## config.mk

```make
export PLATFORM = sky130hd
export DESIGN_NAME = div_controller
export DESIGN_NICKNAME = d
export VERILOG_FILES = /design/src/rtl/div_controller_pkg.sv /design/src/rtl/div_controller_step.sv /design/src/rtl/div_controller.sv
export SDC_FILE = /design/constraint.sdc
export NUM_CORES = 1
export LEC_CHECK = 0
export CORE_MARGIN = 1.5
export CORE_UTILIZATION = 40
export CTS_CLUSTER_DIAMETER = 150
export DETAILED_ROUTE_END_ITERATION = 12
export MAX_ROUTING_LAYER = met4
export SETUP_SLACK_MARGIN = 0.3
export SYNTH_ARGS = -nofsm -noshare
export SYNTH_HDL_FRONTEND = slang
export SYNTH_HIERARCHICAL = 1
export SYNTH_SLANG_ARGS = --single-unit
```

## constraint.sdc

```tcl
create_clock -name clk -period 5.3 [get_ports clk]
set_input_delay 1.06 -clock clk [delete_from_list [all_inputs] [get_ports clk]]
set_output_delay 1.06 -clock clk [all_outputs]
set_load 0.01 [all_outputs]
```

## src/rtl/div_controller_pkg.sv

```systemverilog
// Shared definitions for the DIV/DIVU sequencer: state encoding, default width, result layout.
package div_defs;

    localparam int unsigned DEF_WIDTH = 32;

    typedef enum logic [1:0] {
        IDLE = 2'b00,
        BUSY = 2'b01,
        DONE = 2'b10
    } state_t;

    // result_o layout: HI (remainder) in [2*WIDTH-1:WIDTH], LO (quotient) in [WIDTH-1:0]
    function automatic int unsigned hi_lsb(input int unsigned width);
        return width;
    endfunction

endpackage

```

## src/rtl/div_controller_step.sv

```systemverilog
// One combinational radix-2 restoring division iteration.
module div_step #(
    parameter int unsigned WIDTH = 32
) (
    input  logic [WIDTH-1:0] rem,
    input  logic [WIDTH-1:0] quo,
    input  logic [WIDTH-1:0] divisor,
    output logic [WIDTH-1:0] rem_next,
    output logic [WIDTH-1:0] quo_next
);

    logic [WIDTH:0] shifted;
    logic [WIDTH:0] trial;

    // rem < divisor on entry, so the WIDTH+1-bit difference cannot wrap and its MSB is the borrow
    always_comb begin
        shifted  = {rem, quo[WIDTH-1]};
        trial    = shifted - {1'b0, divisor};
        rem_next = trial[WIDTH] ? shifted[WIDTH-1:0] : trial[WIDTH-1:0];
        quo_next = {quo[WIDTH-2:0], ~trial[WIDTH]};
    end

endmodule

```

## src/rtl/div_controller.sv

```systemverilog
// Multi-cycle DIV/DIVU sequencer for the EX stage; returns {HI=remainder, LO=quotient}.
// Optional macro DIV_EARLY_OUT_EN: finish in one edge when |dividend| < |divisor|.
module div_controller
    import div_defs::*;
#(
    parameter int unsigned WIDTH = DEF_WIDTH
) (
    input  logic                 clk,
    input  logic                 resetn,
    input  logic                 start_i,
    input  logic                 signed_i,
    input  logic [WIDTH-1:0]     opdata1_i,
    input  logic [WIDTH-1:0]     opdata2_i,
    input  logic                 annul_i,
    output logic [2*WIDTH-1:0]   result_o,
    output logic                 ready_o,
    output logic                 stall_o
);

    localparam int unsigned CW = $clog2(WIDTH) + 1;

    state_t           state, state_d;
    logic [CW-1:0]    cnt;
    logic [WIDTH-1:0] rem, quo, divisor;
    logic [WIDTH-1:0] rem_n, quo_n;
    logic [WIDTH-1:0] mag1, mag2;
    logic [WIDTH-1:0] quo_fix, rem_fix;
    logic             dvd_sign, quo_sign;
    logic             accept, div_zero, early, last;

    assign mag1     = (signed_i && opdata1_i[WIDTH-1]) ? -opdata1_i : opdata1_i;
    assign mag2     = (signed_i && opdata2_i[WIDTH-1]) ? -opdata2_i : opdata2_i;
    assign div_zero = (opdata2_i == '0);
    assign last     = (cnt == CW'(WIDTH - 1));

`ifdef DIV_EARLY_OUT_EN
    assign early = !div_zero && (mag1 < mag2);
`else
    assign early = 1'b0;
`endif

    div_step #(.WIDTH(WIDTH)) u_step (
        .rem      (rem),
        .quo      (quo),
        .divisor  (divisor),
        .rem_next (rem_n),
        .quo_next (quo_n)
    );

    assign quo_fix = quo_sign ? -quo_n : quo_n;
    assign rem_fix = dvd_sign ? -rem_n : rem_n;

    always_ff @(posedge clk or negedge resetn) begin
        if (!resetn) state <= IDLE;
        else         state <= state_d;
    end

    always_comb begin
        state_d = state;
        stall_o = 1'b0;
        accept  = 1'b0;
        if (annul_i) begin
            state_d = IDLE;
        end else begin
            unique case (state)
                IDLE: if (start_i) begin
                    stall_o = 1'b1;
                    accept  = 1'b1;
                    state_d = (div_zero || early) ? DONE : BUSY;
                end
                BUSY: begin
                    stall_o = 1'b1;
                    if (last) state_d = DONE;
                end
                DONE: if (!start_i) state_d = IDLE;
                default: state_d = IDLE;
            endcase
        end
        // Reset must clear the stall request even while start_i is held
        if (!resetn) stall_o = 1'b0;
    end

    assign ready_o = (state == DONE);

    always_ff @(posedge clk or negedge resetn) begin
        if (!resetn) begin
            cnt      <= '0;
            rem      <= '0;
            quo      <= '0;
            divisor  <= '0;
            dvd_sign <= 1'b0;
            quo_sign <= 1'b0;
            result_o <= '0;
        end else if (accept) begin
            cnt      <= '0;
            rem      <= '0;
            quo      <= mag1;
            divisor  <= mag2;
            dvd_sign <= signed_i & opdata1_i[WIDTH-1];
            quo_sign <= signed_i & (opdata1_i[WIDTH-1] ^ opdata2_i[WIDTH-1]);
            if (div_zero)   result_o <= '0;
            else if (early) result_o <= {opdata1_i, {WIDTH{1'b0}}};
        end else if (state == BUSY && !annul_i) begin
            cnt <= cnt + CW'(1);
            rem <= rem_n;
            quo <= quo_n;
            if (last) result_o <= {rem_fix, quo_fix};
        end
    end

endmodule

```

==> impl.org <==
** Placed design
- Buffers placed on the I/O ports in this run total 134.
- Once detailed placement completed, the half-perimeter wirelength came to 22.57 mm.
- GPL Wtd Cong :: 0.8524

** Clocking
- The root buffer cell chosen for the clock tree is sky130_fd_sc_hd__clkbuf_16.
- Number of clock sinks :: 170
- Clock transition at the register clock pins on the worst setup and hold paths after CTS :: 80 ps
- The H-tree was split into 4 levels.
- Worst skew pair latency :: between 400 and 500 ps
- Cts bufs inserted :: 17
- Hold bufs inserted after CTS :: 0
- Max Buffers Root-to-Sink :: 2
- Clock tree from TritonCTS :: built

** Logic synthesis
- The most common cell in the synthesized netlist is sky130_fd_sc_hd__dfrtp_1.
- Synth Cell Area :: 11510 µm²
- After synthesis, the cell types taking the most area are sky130_fd_sc_hd__dfrtp_1, sky130_fd_sc_hd__xor2_1, sky130_fd_sc_hd__o21ai_0.
- Post-synthesis sequential element count :: between 150 and 200
- The number of different library cells used by synthesis comes to 80.
- Cells after synthesis :: 1295
- When the netlist entered floorplanning its net count stood at roughly 1400.
- Sequential share of the synthesized area :: 36.95%
- After synthesis, the largest area contributor takes up 36.95% of total cell area.
- EDFF count, synth :: 0
- Post-synth ARST share :: 100.0%
- For this run, the leading register cell type out of synthesis is sky130_fd_sc_hd__dfrtp_1.
- Post-synthesis average cell area :: just under 9 µm²
- Of all cell types, the one taking the most synthesized area is sky130_fd_sc_hd__dfrtp_1.
- Total of warnings raised by yosys :: 6
- The commonest cells after synthesis are sky130_fd_sc_hd__dfrtp_1, sky130_fd_sc_hd__nand2_1, sky130_fd_sc_hd__o21ai_0, sky130_fd_sc_hd__xor2_1, sky130_fd_sc_hd__nor2_1.

** Route
- Summing over every cut layer, the via total after detailed routing is 9689.
- Drt first pass iters :: 5
- Post-DRT Antenna Nets :: 0
- After detailed routing, the number of remaining DRC violations is 0.
- After the first detailed-routing iteration, the DRC count stood at 808.
- After detailed routing, the average wire length per cell comes to 17.53 µm.
- Summed over all layers, the routed wires come to 31.02 mm.
- Using the TritonRoute via totals, the vias-per-cell ratio works out to between 5 and 6.

** STA
- For this run, the top clock speed supported by timing is 0.2078 GHz.
- The number of hold violations in the final report is 0.
- Setup total negative slack on the finished layout was measured at 0 ps.
- The smallest clock period supported by the final layout is computed as 4812 ps.
- Final clock skew :: 17.49 ps
- Relative slew slack :: a little over a quarter
- Setup repair after global routing left no endpoint under its margin.
- Setup violations remaining at the end of the flow were counted as 0.
- At the pin with the least slew margin, the transition time is 1100 ps.
- Count of pins over their slew limit :: 0
- The tightest hold path in the finished design has a slack of 453.2 ps.
- Share of the clock period used by the worst path :: 90.80%

** Power
- For this design the ratio of total power to cell area is 574.2 nW/µm².
- Max rail drop VDD :: 353.0 µV
- Leak Pwr :: about 5.8 nW

** Floorplanning
- Once the floorplan was initialized, standard cells occupied 40.99% of the core.
- The die covers roughly 30000 µm².
- Ports placed on the boundary :: between 100 and 150
- In this run the standard cell core region covers ~28000 µm².
- The floorplan has 61 rows.
- From left edge to right edge, the die measures roughly 170 µm.
- Measured along the y axis, the die boundary spans 172.7 µm.

** Status
- The flow ran to the end, and the final reports show no timing, DRC or antenna violations.

** Global route
- GRT Total Usage :: 21.40%
- Pin count of the biggest net entering global routing :: 96
- Global routing used between 30% and 40% of the available met1 tracks.
- Grt met3 use :: between 2 and 3%
- The total overflow left after global routing is 0.
- The number of global-route vias before repair came to 9326.
- After global routing, the most crowded layer is met1.
- Global-route wire length before repair :: 50.40 mm
- Met2 usage in global routing :: 31.10%
- Number of antenna violations at the first check in global routing :: 0

** Setup path
- STA puts the critical path data required time at approximately 5600 ps.
- WS Path Type :: register to register
- Maximum fanout along the worst path :: 6
- Critical Path Start Type :: register
- STA classifies the critical path endpoint as a register.
- STA puts the critical path data arrival time at 5100 ps.

** Finish
- Fraction of final layout cells sized beyond drive strength 1 :: a little under a tenth
- The area growth from synthesis to layout is 18.67%.
- Antenna cells :: 0
- Final Net Count :: around 1500

** Flow run
- Across the run, the number of max-cap violations was 0.

** Hold path
- Worst hold path type :: input pin to asynchronous set/reset pin
repair_timing:
action	CTS	global route
resized for setup	3	20
endpoints found under the setup margin	6	28
pin swaps	1	7
cloned	0	2
buffers inserted	0	5
state kept, by name, summed over array words and instances (netlist names):
signal,cells
quo_sign,1
result_o,64
divisor,32
cnt,6
dvd_sign,1
state,2
quo,32
rem,32
power by group:
group | switching (mW) | internal, mW
Clock | 0.557 | 0.631
Combinational | 2.77 | 2.09
Sequential | 0.270 | 1.53
worst max-delay path, stage by stage (launching register included):
cell                       delay (ps)
sky130_fd_sc_hd__dfrtp_1          430
sky130_fd_sc_hd__ha_1             390
sky130_fd_sc_hd__and3_2           250
sky130_fd_sc_hd__and3_1           220
sky130_fd_sc_hd__a221o_1          320
sky130_fd_sc_hd__a21oi_2          160
sky130_fd_sc_hd__a211oi_2         110
sky130_fd_sc_hd__nor2_4           170
sky130_fd_sc_hd__mux2i_4          250
sky130_fd_sc_hd__and2_4           340
sky130_fd_sc_hd__inv_8             90
sky130_fd_sc_hd__or3_1            430
sky130_fd_sc_hd__or4_4            610
sky130_fd_sc_hd__or3_4            450
sky130_fd_sc_hd__o31ai_4          190
sky130_fd_sc_hd__xor2_1           170
sky130_fd_sc_hd__o21ai_1           70
worst paths after layout:
path,startpoint,end,slack [ps],cells past startpoint
max in group asynchronous,resetn,quo[20]$_DFFE_PN0P_,3560,2
worst min register to register,result_o[37]$_DFFE_PN0P_,result_o[37]$_DFFE_PN0P_,480,2
worst max-delay path,rem[17]$_DFFE_PN0P_,result_o[31]$_DFFE_PN0P_,490,16
worst min-delay path,resetn,divisor[22]$_DFFE_PN0N_,450,1
worst max register to register,rem[17]$_DFFE_PN0P_,result_o[31]$_DFFE_PN0P_,490,16
min in group clk,result_o[37]$_DFFE_PN0P_,result_o[37]$_DFFE_PN0P_,480,2
cells by family (layout without fill, tap and decap cells):
logic type	after synthesis	after routing	share of synthesized area [%]
compound gates	393	393	21.97
xor+xnor	149	149	11.34
fa+ha+maj	38	38	4.195
buf+inv	145	242	6.586
flops	170	170	36.95
mux	27	27	3.326
simple gates	373	373	15.64
routing by layer:
| layer | up-vias | wire length [µm] |
|---|---|---|
| met5 | - | 0 |
| met4 | 0 | 417 |
| met3 | 27 | 1397 |
| met2 | 256 | 13530 |
| met1 | 4639 | 15680 |
| li1 | 4767 | - |
metrics by stage:
step / setup slack [ps] / utilization (%) / cells / instance area, µm² / power, mW
5_1_grt: 278.7 / 48.64 / 1770 / 13660 / 8.388
3_5_place_dp: 183.2 / 46.09 / 1731 / 12950 / 6.260
6_report: 487.8 / 48.64 / 1770 / 13660 / 7.844
3_3_place_gp: 295.6 / 46.09 / 1731 / 12950 / 6.216
2_1_floorplan: 473.5 / - / 1295 / 11510 / 5.265
4_1_cts: 303.6 / 48.09 / 1763 / 13510 / 7.517
final cells by class:
| cell class | instances | area, µm² |
|---|---|---|
| Fill cell | 2701 | 14430 |
| Sequential cell | 170 | 4254 |
| Tap cell | 378 | 473.0 |
| Timing Repair Buffer | 159 | 1543 |
| Clock buffer | 20 | 456.7 |
| Clock inverter | 12 | 90.09 |
| Multi-Input combinational cell | 980 | 6613 |
| Inverter | 49 | 210.2 |
| Timing Repair inverter | 2 | 22.52 |
layout by cell type (no fill, tap or decap), types with 6 or more instances in the layout:
master and n:
sky130_fd_sc_hd__inv_1 48, sky130_fd_sc_hd__nor4_1 14, sky130_fd_sc_hd__o41ai_1 10, sky130_fd_sc_hd__o21ai_0 159
sky130_fd_sc_hd__clkdlybuf4s50_1 133, sky130_fd_sc_hd__or4_1 12, sky130_fd_sc_hd__xor2_1 104, sky130_fd_sc_hd__nand4_1 9
sky130_fd_sc_hd__dfrtp_1 170, sky130_fd_sc_hd__buf_4 24, sky130_fd_sc_hd__nand2_1 164, sky130_fd_sc_hd__or3_1 21
sky130_fd_sc_hd__nor2_1 56, sky130_fd_sc_hd__or4_4 6, sky130_fd_sc_hd__o21ai_1 12, sky130_fd_sc_hd__xnor2_1 45
sky130_fd_sc_hd__a22oi_1 31, sky130_fd_sc_hd__ha_1 37, sky130_fd_sc_hd__a21o_1 17, sky130_fd_sc_hd__a22o_1 27
sky130_fd_sc_hd__o31ai_1 23, sky130_fd_sc_hd__clkbuf_16 17, sky130_fd_sc_hd__nand3_1 23, sky130_fd_sc_hd__a21oi_1 50
sky130_fd_sc_hd__o31ai_2 7, sky130_fd_sc_hd__mux2_4 20, sky130_fd_sc_hd__nor3_1 21, sky130_fd_sc_hd__a31oi_1 13
sky130_fd_sc_hd__o21a_1 7
No activity file was read; power rests on OpenSTA's default activity.
